**src/rtl/pr4_pkg.sv**
```systemverilog
// Shared definitions for the sequential BCD-to-binary converter.
// Holds the FSM state type, datapath widths and the operand payload struct.
package pr4_pkg;

   localparam int unsigned NUM_DIGITS     = 3;
   localparam int unsigned DIGIT_W        = 4;
   localparam int unsigned BIN_W          = 11;
   localparam int unsigned MAG_W          = BIN_W - 1;
   localparam int unsigned SR_W           = NUM_DIGITS * DIGIT_W + MAG_W;
   localparam int unsigned SHIFT_CNT      = 10;
   localparam int unsigned CNT_W          = 4;
   localparam int unsigned BCD_ADJ_THRESH = 8;
   localparam int unsigned BCD_ADJ_SUB    = 3;
   localparam int unsigned BCD_MAX        = 9;

   typedef enum logic [1:0] {
      IDLE  = 2'd0,
      SHIFT = 2'd1,
      NEG   = 2'd2,
      DONE  = 2'd3
   } state_e;

   // Operand as presented on the input pins.
   typedef struct packed {
      logic               sign;
      logic [DIGIT_W-1:0] hundreds;
      logic [DIGIT_W-1:0] tens;
      logic [DIGIT_W-1:0] ones;
   } bcd_operand_t;

   // True when a nibble is not a legal BCD digit.
   function automatic logic digit_invalid(input logic [DIGIT_W-1:0] d);
      return d > DIGIT_W'(BCD_MAX);
   endfunction

endpackage

```
**src/rtl/bcd_digit_adj.sv**
```systemverilog
// Per-digit correction for reverse double-dabble: digits >= 8 lose 3.
// Ports:
//   digit_i - BCD digit after the right shift
//   adj_c   - corrected digit (combinational)
module bcd_digit_adj
   import pr4_pkg::*;
(
   input  logic [DIGIT_W-1:0] digit_i,
   output logic [DIGIT_W-1:0] adj_c
);

   always_comb begin
      adj_c = digit_i;
      if (digit_i >= DIGIT_W'(BCD_ADJ_THRESH)) begin
         adj_c = digit_i - DIGIT_W'(BCD_ADJ_SUB);
      end
   end

endmodule

```
**src/rtl/bcd2bin_seq.sv**
```systemverilog
// Sequential 3-digit signed BCD to 11-bit two's-complement converter.
// Reverse double-dabble over a {BCD, BIN} shift register, one bit per cycle.
// Optional build macro: BCD2BIN_DIGIT_CHECK_EN (reject digits > 9 with err).
// Ports:
//   clk      - clock, rising edge
//   ar       - asynchronous active-low reset
//   start    - conversion request, honoured only when idle
//   hundreds, tens, ones, sign - operand
//   busy     - conversion in progress
//   done     - one-cycle completion pulse
//   binary   - signed result, held until the next conversion writes it
//   err      - invalid-digit flag, valid with done
module bcd2bin_seq
   import pr4_pkg::*;
(
   input  logic               clk,
   input  logic               ar,
   input  logic               start,
   input  logic [DIGIT_W-1:0] hundreds,
   input  logic [DIGIT_W-1:0] tens,
   input  logic [DIGIT_W-1:0] ones,
   input  logic               sign,
   output logic               busy,
   output logic               done,
   output logic [BIN_W-1:0]   binary,
   output logic               err
);

   state_e             state_q, state_d;
   logic [CNT_W-1:0]   cnt_q,   cnt_d;
   logic [SR_W-1:0]    sr_q,    sr_d;
   logic               sign_q,  sign_d;
   logic               bad_q,   bad_d;
   logic               busy_q,  busy_d;
   logic               done_q,  done_d;
   logic               err_q,   err_d;
   logic [BIN_W-1:0]   bin_q,   bin_d;

   bcd_operand_t       op_c;
   logic               inv_c;
   logic [SR_W-1:0]    sr_shr_c;
   logic [SR_W-1:0]    sr_adj_c;
   logic [BIN_W-1:0]   mag_ext_c;

   assign op_c = '{sign: sign, hundreds: hundreds, tens: tens, ones: ones};

`ifdef BCD2BIN_DIGIT_CHECK_EN
   assign inv_c = digit_invalid(op_c.hundreds) | digit_invalid(op_c.tens) |
                  digit_invalid(op_c.ones);
`else
   assign inv_c = 1'b0;
`endif

   // One shift step: shift right, then correct every BCD digit.
   assign sr_shr_c = sr_q >> 1;
   assign sr_adj_c[MAG_W-1:0] = sr_shr_c[MAG_W-1:0];

   for (genvar g = 0; g < NUM_DIGITS; g++) begin : g_adj
      bcd_digit_adj u_adj (
         .digit_i (sr_shr_c[MAG_W + g*DIGIT_W +: DIGIT_W]),
         .adj_c   (sr_adj_c[MAG_W + g*DIGIT_W +: DIGIT_W])
      );
   end

   assign mag_ext_c = {1'b0, sr_q[MAG_W-1:0]};

   // State and datapath registers.
   always_ff @(posedge clk or negedge ar) begin
      if (!ar) begin
         state_q <= IDLE;
         cnt_q   <= '0;
         sr_q    <= '0;
         sign_q  <= 1'b0;
         bad_q   <= 1'b0;
         busy_q  <= 1'b0;
         done_q  <= 1'b0;
         err_q   <= 1'b0;
         bin_q   <= '0;
      end else begin
         state_q <= state_d;
         cnt_q   <= cnt_d;
         sr_q    <= sr_d;
         sign_q  <= sign_d;
         bad_q   <= bad_d;
         busy_q  <= busy_d;
         done_q  <= done_d;
         err_q   <= err_d;
         bin_q   <= bin_d;
      end
   end

   // Next-state and registered-output logic.
   always_comb begin
      state_d = state_q;
      cnt_d   = cnt_q;
      sr_d    = sr_q;
      sign_d  = sign_q;
      bad_d   = bad_q;
      err_d   = err_q;
      bin_d   = bin_q;
      busy_d  = 1'b0;
      done_d  = 1'b0;

      case (state_q)
         IDLE: begin
            if (start) begin
               sr_d    = {op_c.hundreds, op_c.tens, op_c.ones, MAG_W'(0)};
               sign_d  = op_c.sign;
               bad_d   = inv_c;
               err_d   = 1'b0;
               cnt_d   = '0;
               state_d = SHIFT;
            end
         end
         SHIFT: begin
            // Rejected operands spend one cycle here without shifting so that
            // done lands two cycles after acceptance.
            if (bad_q) begin
               err_d   = 1'b1;
               bin_d   = '0;
               state_d = DONE;
            end else begin
               sr_d  = sr_adj_c;
               cnt_d = cnt_q + CNT_W'(1);
               if (cnt_q == CNT_W'(SHIFT_CNT - 1)) begin
                  state_d = NEG;
               end
            end
         end
         NEG: begin
            // Negating zero gives zero, so no negative-zero special case.
            bin_d   = sign_q ? (BIN_W'(0) - mag_ext_c) : mag_ext_c;
            state_d = DONE;
         end
         DONE: begin
            state_d = IDLE;
         end
         default: begin
            state_d = IDLE;
         end
      endcase

      busy_d = (state_d == SHIFT) || (state_d == NEG);
      done_d = (state_d == DONE);
   end

   assign busy   = busy_q;
   assign done   = done_q;
   assign binary = bin_q;
   assign err    = err_q;

endmodule

```
**config.mk**
```make
export PLATFORM = sky130hd
export DESIGN_NAME = bcd2bin_seq
export DESIGN_NICKNAME = d
export VERILOG_FILES = /design/src/rtl/pr4_pkg.sv /design/src/rtl/bcd_digit_adj.sv /design/src/rtl/bcd2bin_seq.sv
export SDC_FILE = /design/constraint.sdc
export NUM_CORES = 1
export LEC_CHECK = 0
export BUFFER_PORTS_ARGS = -buffer_cell sky130_fd_sc_hd__buf_2
export CAP_MARGIN = 30
export CORE_MARGIN = 2
export CORE_UTILIZATION = 60
export CTS_CLUSTER_DIAMETER = 150
export DETAILED_ROUTE_END_ITERATION = 8
export MAX_ROUTING_LAYER = met4
export PLACE_DENSITY = 0.95
export SLEW_MARGIN = 25
export SYNTH_ARGS = -nofsm -noshare
export SYNTH_HDL_FRONTEND = slang
export SYNTH_SLANG_ARGS = --single-unit
export TNS_END_PERCENT = 100
```
**constraint.sdc**
```tcl
create_clock -name clk -period 3 [get_ports clk]
set_input_delay 0.9 -clock clk [delete_from_list [all_inputs] [get_ports clk]]
set_output_delay 0.9 -clock clk [all_outputs]
set_load 0.05 [all_outputs]
```
---- Yosys cells after proc, flatten, opt, wreduce, memory -nomap -nowiden ----
Cells that the tools add are included.
storage, ports and cells
  register bits ........................... 43
  input port bits ......................... 16
  output and inout bits ................... 14
  logic and storage cells ................. 47
cells by class
  $add $sub $neg .......................... 5
  magnitude comparators ................... 3
  equality and inequality tests ........... 8
  multiplexer cells ....................... 14
  bitwise operators ....................... 1
  reductions and logical operators ........ 8
operators by type and width
  kind                                                                count
  case mux 22 bit (2 select lines)                                    1
  2-to-1 mux 11 bit                                                   2
  2-to-1 mux 22 bit                                                   1
  2-to-1 mux 4 bit                                                    4
  subtractor 1 x 10 -> 11 bit (first input constant)                  1
  == test 2 bit (second input constant)                               4
  greater-or-equal comparator 4 bit (second input constant)           2
  case mux 2 bit (4 select lines)                                     1
  case mux 4 bit (2 select lines)                                     1
  subtractor 4 x 2 -> 4 bit (second input constant)                   2
  AND reduction 2 bit                                                 3
  adder 4 x 1 -> 4 bit (second input constant)                        1
  == test 2 x 1 -> 1 bit (second input constant)                      2
  == test 4 bit (second input constant)                               1
  greater-or-equal comparator 3 x 4 -> 1 bit (second input constant)  1
  2-to-1 mux 2 bit                                                    2
  nonzero test 2 bit                                                  2
  subtractor 3 x 2 -> 4 bit (second input constant)                   1
  AND reduction 3 bit                                                 1
  zero test 2 bit                                                     1
  2-to-1 mux 1 bit                                                    2
  != test 2 bit (second input constant)                               1
  logical OR 1 bit                                                    1
  inverter 1 bit                                                      1

---- Logic depth before layout (Yosys ltp) ----
  depth after elaboration ................. 5
  mapped depth ............................ 6

---- Hierarchy ----
From an unflattened synthesis, not the netlist that was laid out.
second synthesis, totals
  cell total of the unflattened synthesis .. 208
  area, all modules ....................... 2,142.1 µm²
by module, submodules not included
  module         times used  cells each  area an instance (µm²)  sequential area each (µm²)
  bcd2bin_seq    1           175         1,913.1                 1,051.0
  bcd_digit_adj  3           11          76.3                    0.0

---- Worst setup path before layout ----
Ideal clock, no wire load.
  kind .................................... input -> register
  start point ............................. input start
  end point ............................... register sr_q[4]
  arrival ................................. 1.747 ns
  required time ........................... 2.879 ns
  slack ................................... 1.132 ns
  cell stages on the path ................. 5
  path buffers ............................ 2
  path through ............................ nor2_1 or2_2 clkbuf_1 clkbuf_1 a22o_2
between the ends
  word-level cells in the longest chain between the ends .. 2
RTL lines
  item                           line               RTL
  start: declaration             bcd2bin_seq.sv:18  input logic start,
  != test 2 bit (no line)        -
  AND reduction 2 bit (no line)  -
  end signal: assignment         bcd2bin_seq.sv:82  sr_q <= sr_d;
  end: declaration               bcd2bin_seq.sv:31  logic [SR_W-1:0] sr_q, sr_d;
No other way between the ends.
A chain may end at the register's enable or synchronous reset.

---- Worst setup path after layout ----
  start point ............................. register state_q[1]
  end point ............................... register sr_q[16]
between the ends
  word-level cells in the longest chain between the ends .. 3
  elaborated cells on any way between the ends .. 6
  classes of those cells .................. eq/ne (2); mux (1); reduce/logical (3)
RTL lines
  item                                                                  line                RTL
  start: declaration                                                    bcd2bin_seq.sv:29   state_e state_q, state_d;
  start signal: assignment                                              bcd2bin_seq.sv:80   state_q <= state_d;
  == test 2 x 1 -> 1 bit / zero test 2 bit (equally long branches)      bcd2bin_seq.sv:104  case (state_q)
  nonzero test 2 bit (no line) / != test 2 bit (equally long branches)  -
  AND reduction 2 bit (no line)                                         -
Several ways; a longest one is shown, not always the timed one.

==> results.sh <==
export IMPL_run_status="complete, no violations"
export IMPL_fp_coreArea_sq_mm=0.003284
export IMPL_clock_latency_ns=0.36
export IMPL_post_cts_resized=0
export IMPL_io_pins=30
export IMPL_multiInputGateArea_sq_um=889.6
export IMPL_synth_area_leaders="dfrtp_1 52%, o21ai_0 4.7%, ha_1 4.3%, nand2_1 4.3%, a22o_1 3.9%"
export IMPL_cts_hold_buf=0
export IMPL_final_net_count=248
export IMPL_vias=1533
export IMPL_slew_violations=0
export IMPL_fin_crit_sh_pct=65.07
export IMPL_syn_area_sq_mm=0.002031
export IMPL_cp_start_kind="flop"
export IMPL_r2r_slack_ns=1.05
export IMPL_ir_drop_mv=0.5384
export IMPL_diodes=0
export IMPL_finalSetupTns_ns=0
export IMPL_dpl_cell_count=263
export IMPL_setup_viol=0
export IMPL_leakage_nw=1.124
export IMPL_r2r_end="sr_q[16]"
export IMPL_synth_enable_flop_cells=0
export IMPL_min_path_type="input pin to async pin"
export IMPL_die_w_um=62.18
export IMPL_synthArstFlopShare_pct=100.0
export IMPL_required_ns=3.24
export IMPL_ys_ff_latch=42
export IMPL_setup_worst_path_end_class="flop"
export IMPL_max_cap_violations=0
export IMPL_overflow=0
export IMPL_first_iter_violations=81
export IMPL_die_height_um=62.18
export IMPL_cts_sinks=42
export IMPL_cts_buffers=5
export IMPL_dp_worst_setup_slack_ns=0.8312
export IMPL_finalWorstSetupSlack_ns=1.048
export IMPL_ys_seq_area_share_pct=51.76
export IMPL_vias_per_cell=5.636
export IMPL_syn_inst=200
export IMPL_syn_num_nets=223
export IMPL_cts_root_buf="clkbuf_4"
export IMPL_port_buffers=28
export IMPL_area_growth_syn_to_layout_pct=13.74
export IMPL_ys_warn_count=0
export IMPL_regArea_sq_mm=0.001051
export IMPL_dr_pass1_iters=4
export IMPL_postRouteAntennaNets=0
export IMPL_wl_um=3791
export IMPL_hold_viol_final=0
export IMPL_synthDistinctLibCells=35
export IMPL_worst_slew_pin_slew_ns=0.6730
export IMPL_power_density_mw_per_mm2=1198
export IMPL_r2r_cells=3
export IMPL_synth_area_per_cell_sq_um=10.15
export IMPL_clk_path_buf_depth=2
export IMPL_htreeDepth=2
export IMPL_post_dp_hpwl_um=2687
export IMPL_grt_usage_pct=22.33
export IMPL_postCtsSetupBuffers=0
export IMPL_clk_pin_slew_ns=0.13
export IMPL_worstPathArrival_ns=2.19
export IMPL_gp_congestion=0.8146
export IMPL_antenna_found_initial=0
export IMPL_cts_tree="done"
export IMPL_drc=0
export IMPL_clock_fmax_ghz=0.5123
export IMPL_synth_area_leader_cell="dfrtp_1"
export IMPL_cp_max_fo=21
export IMPL_avgRoutedWirePerCell_um=13.94
export IMPL_finClkSkew_ns=0.01343
export IMPL_synth_top_area_share_pct=51.76
export IMPL_r2r_start="state_q[1]"
export IMPL_num_rows=21
export IMPL_initial_utilization_pct=61.83
export IMPL_drive_above_1_share_pct=19.47
export IMPL_grt_pass1_wl_um=6679
export IMPL_maxSlewHeadroom_pct=55.13
export IMPL_rsz0062_at_grt="no"
export IMPL_grt_max_degree=43
export IMPL_grt_pass1_vias=1490
export IMPL_final_cells=272
export IMPL_die_area_sq_mm=0.003866
export IMPL_nFillCells=255
export IMPL_min_period_ns=1.952
export IMPL_worstSetupPathType="flop to flop"
export IMPL_synth_ff_type="dfrtp_1"
## cell families (layout without fill, tap and decap cells)
logic type | after synthesis | in the layout | share of synthesized area, %
other cells | 1 | 1 | 0.1847
buf+inv | 23 | 49 | 4.436
compound gates | 64 | 64 | 22.18
fa+ha+maj | 7 | 7 | 4.313
xor+xnor | 12 | 12 | 5.176
mux | 2 | 2 | 1.047
flops | 42 | 42 | 51.76
simple gates | 49 | 49 | 10.91
## worst max path at each step
stage	start	to	slack [ns]	depth (start not counted)
3_3_place_gp	start	sr_q[12]	0.88	5
5_1_grt	state_q[0]	binary[10]	0.88	4
6_report	state_q[1]	sr_q[16]	1.05	3
4_1_cts	state_q[1]	sr_q[16]	1.07	3
3_5_place_dp	start	sr_q[16]	0.83	5
2_1_floorplan	start	sr_q[4]	1.13	5
## routing by layer
layer	global-route usage, %	wire length [um]	vias to the layer above
li1	-	-	751
met1	26.75	1715	732
met2	37.09	1881	44
met3	3.623	151	6
met4	10.83	42	0
met5	-	0	-
## sequential cells by signal, summed over array words and instances (netlist names)
| name | count |
|---|---|
| binary | 11 |
| busy | 1 |
| sign_q | 1 |
| cnt_q | 4 |
| sr_q | 22 |
| done | 1 |
| state_q | 2 |
## power breakdown
group	internal, mW	switching [mW]
combinational	0.502	0.734
sequential	0.801	0.286
clock	0.261	0.185
total	1.56	1.21
## Yosys cell counts (3+ instances only)
| master | n |
|---|---|
| xor2_1 | 5 |
| nand2_1 | 23 |
| xnor2_1 | 7 |
| dfrtp_1 | 42 |
| o21ai_0 | 19 |
| clkbuf_1 | 10 |
| nor2b_1 | 4 |
| a22o_1 | 9 |
| o22ai_1 | 6 |
| a22oi_1 | 7 |
| nand3_1 | 3 |
| inv_1 | 11 |
| nand2b_1 | 3 |
| nor2_1 | 11 |
| a21oi_1 | 8 |
| o22a_1 | 4 |
| ha_1 | 7 |
## cell usage in the layout, fill, tap and decap left out, types with 2 or more instances in the layout
cell,n
dfrtp_1,42
buf_2,28
nand2_1,23
o21ai_0,19
inv_1,11
nor2_1,11
a22o_1,9
a21oi_1,8
a22oi_1,7
xnor2_1,7
ha_1,7
o22ai_1,6
xor2_1,5
clkbuf_4,5
nor2b_1,4
o22a_1,4
nand2b_1,3
nand3_1,3
o31ai_1,2
a22o_2,2
o21ai_1,2
bufinv_16,2
## per-stage QoR
| step | power, mW | hold WS [ns] | cell area (sq um) | util (%) |
|---|---|---|---|---|
| 6_report | 2.768 | 0.4027 | 2310 | 70.32 |
| 5_1_grt | 2.976 | 0.3939 | 2310 | 70.32 |
| 4_1_cts | 2.776 | 0.4946 | 2290 | 69.71 |
| 3_5_place_dp | 2.335 | 0.4648 | 2183 | 66.48 |
| 3_3_place_gp | 2.268 | 0.4463 | 2183 | 66.48 |
| 2_1_floorplan | 2.052 | 0.4502 | 2031 | - |
## critical path: stages, from the launching register on
cell	delay, ns
dfrtp_1	0.79
or2_2	0.41
clkinv_1	0.34
o22a_1	0.31
## layout make-up
cell class	count	share of cell area, %
clock buffer	5	1.625
clock inverter	3	2.979
inverter	12	1.950
multi-input combinational	135	38.52
sequential	42	45.50
tap	46	2.492
timing repair buffer	29	6.934
Note: power is estimated with default switching activity, not from simulation.
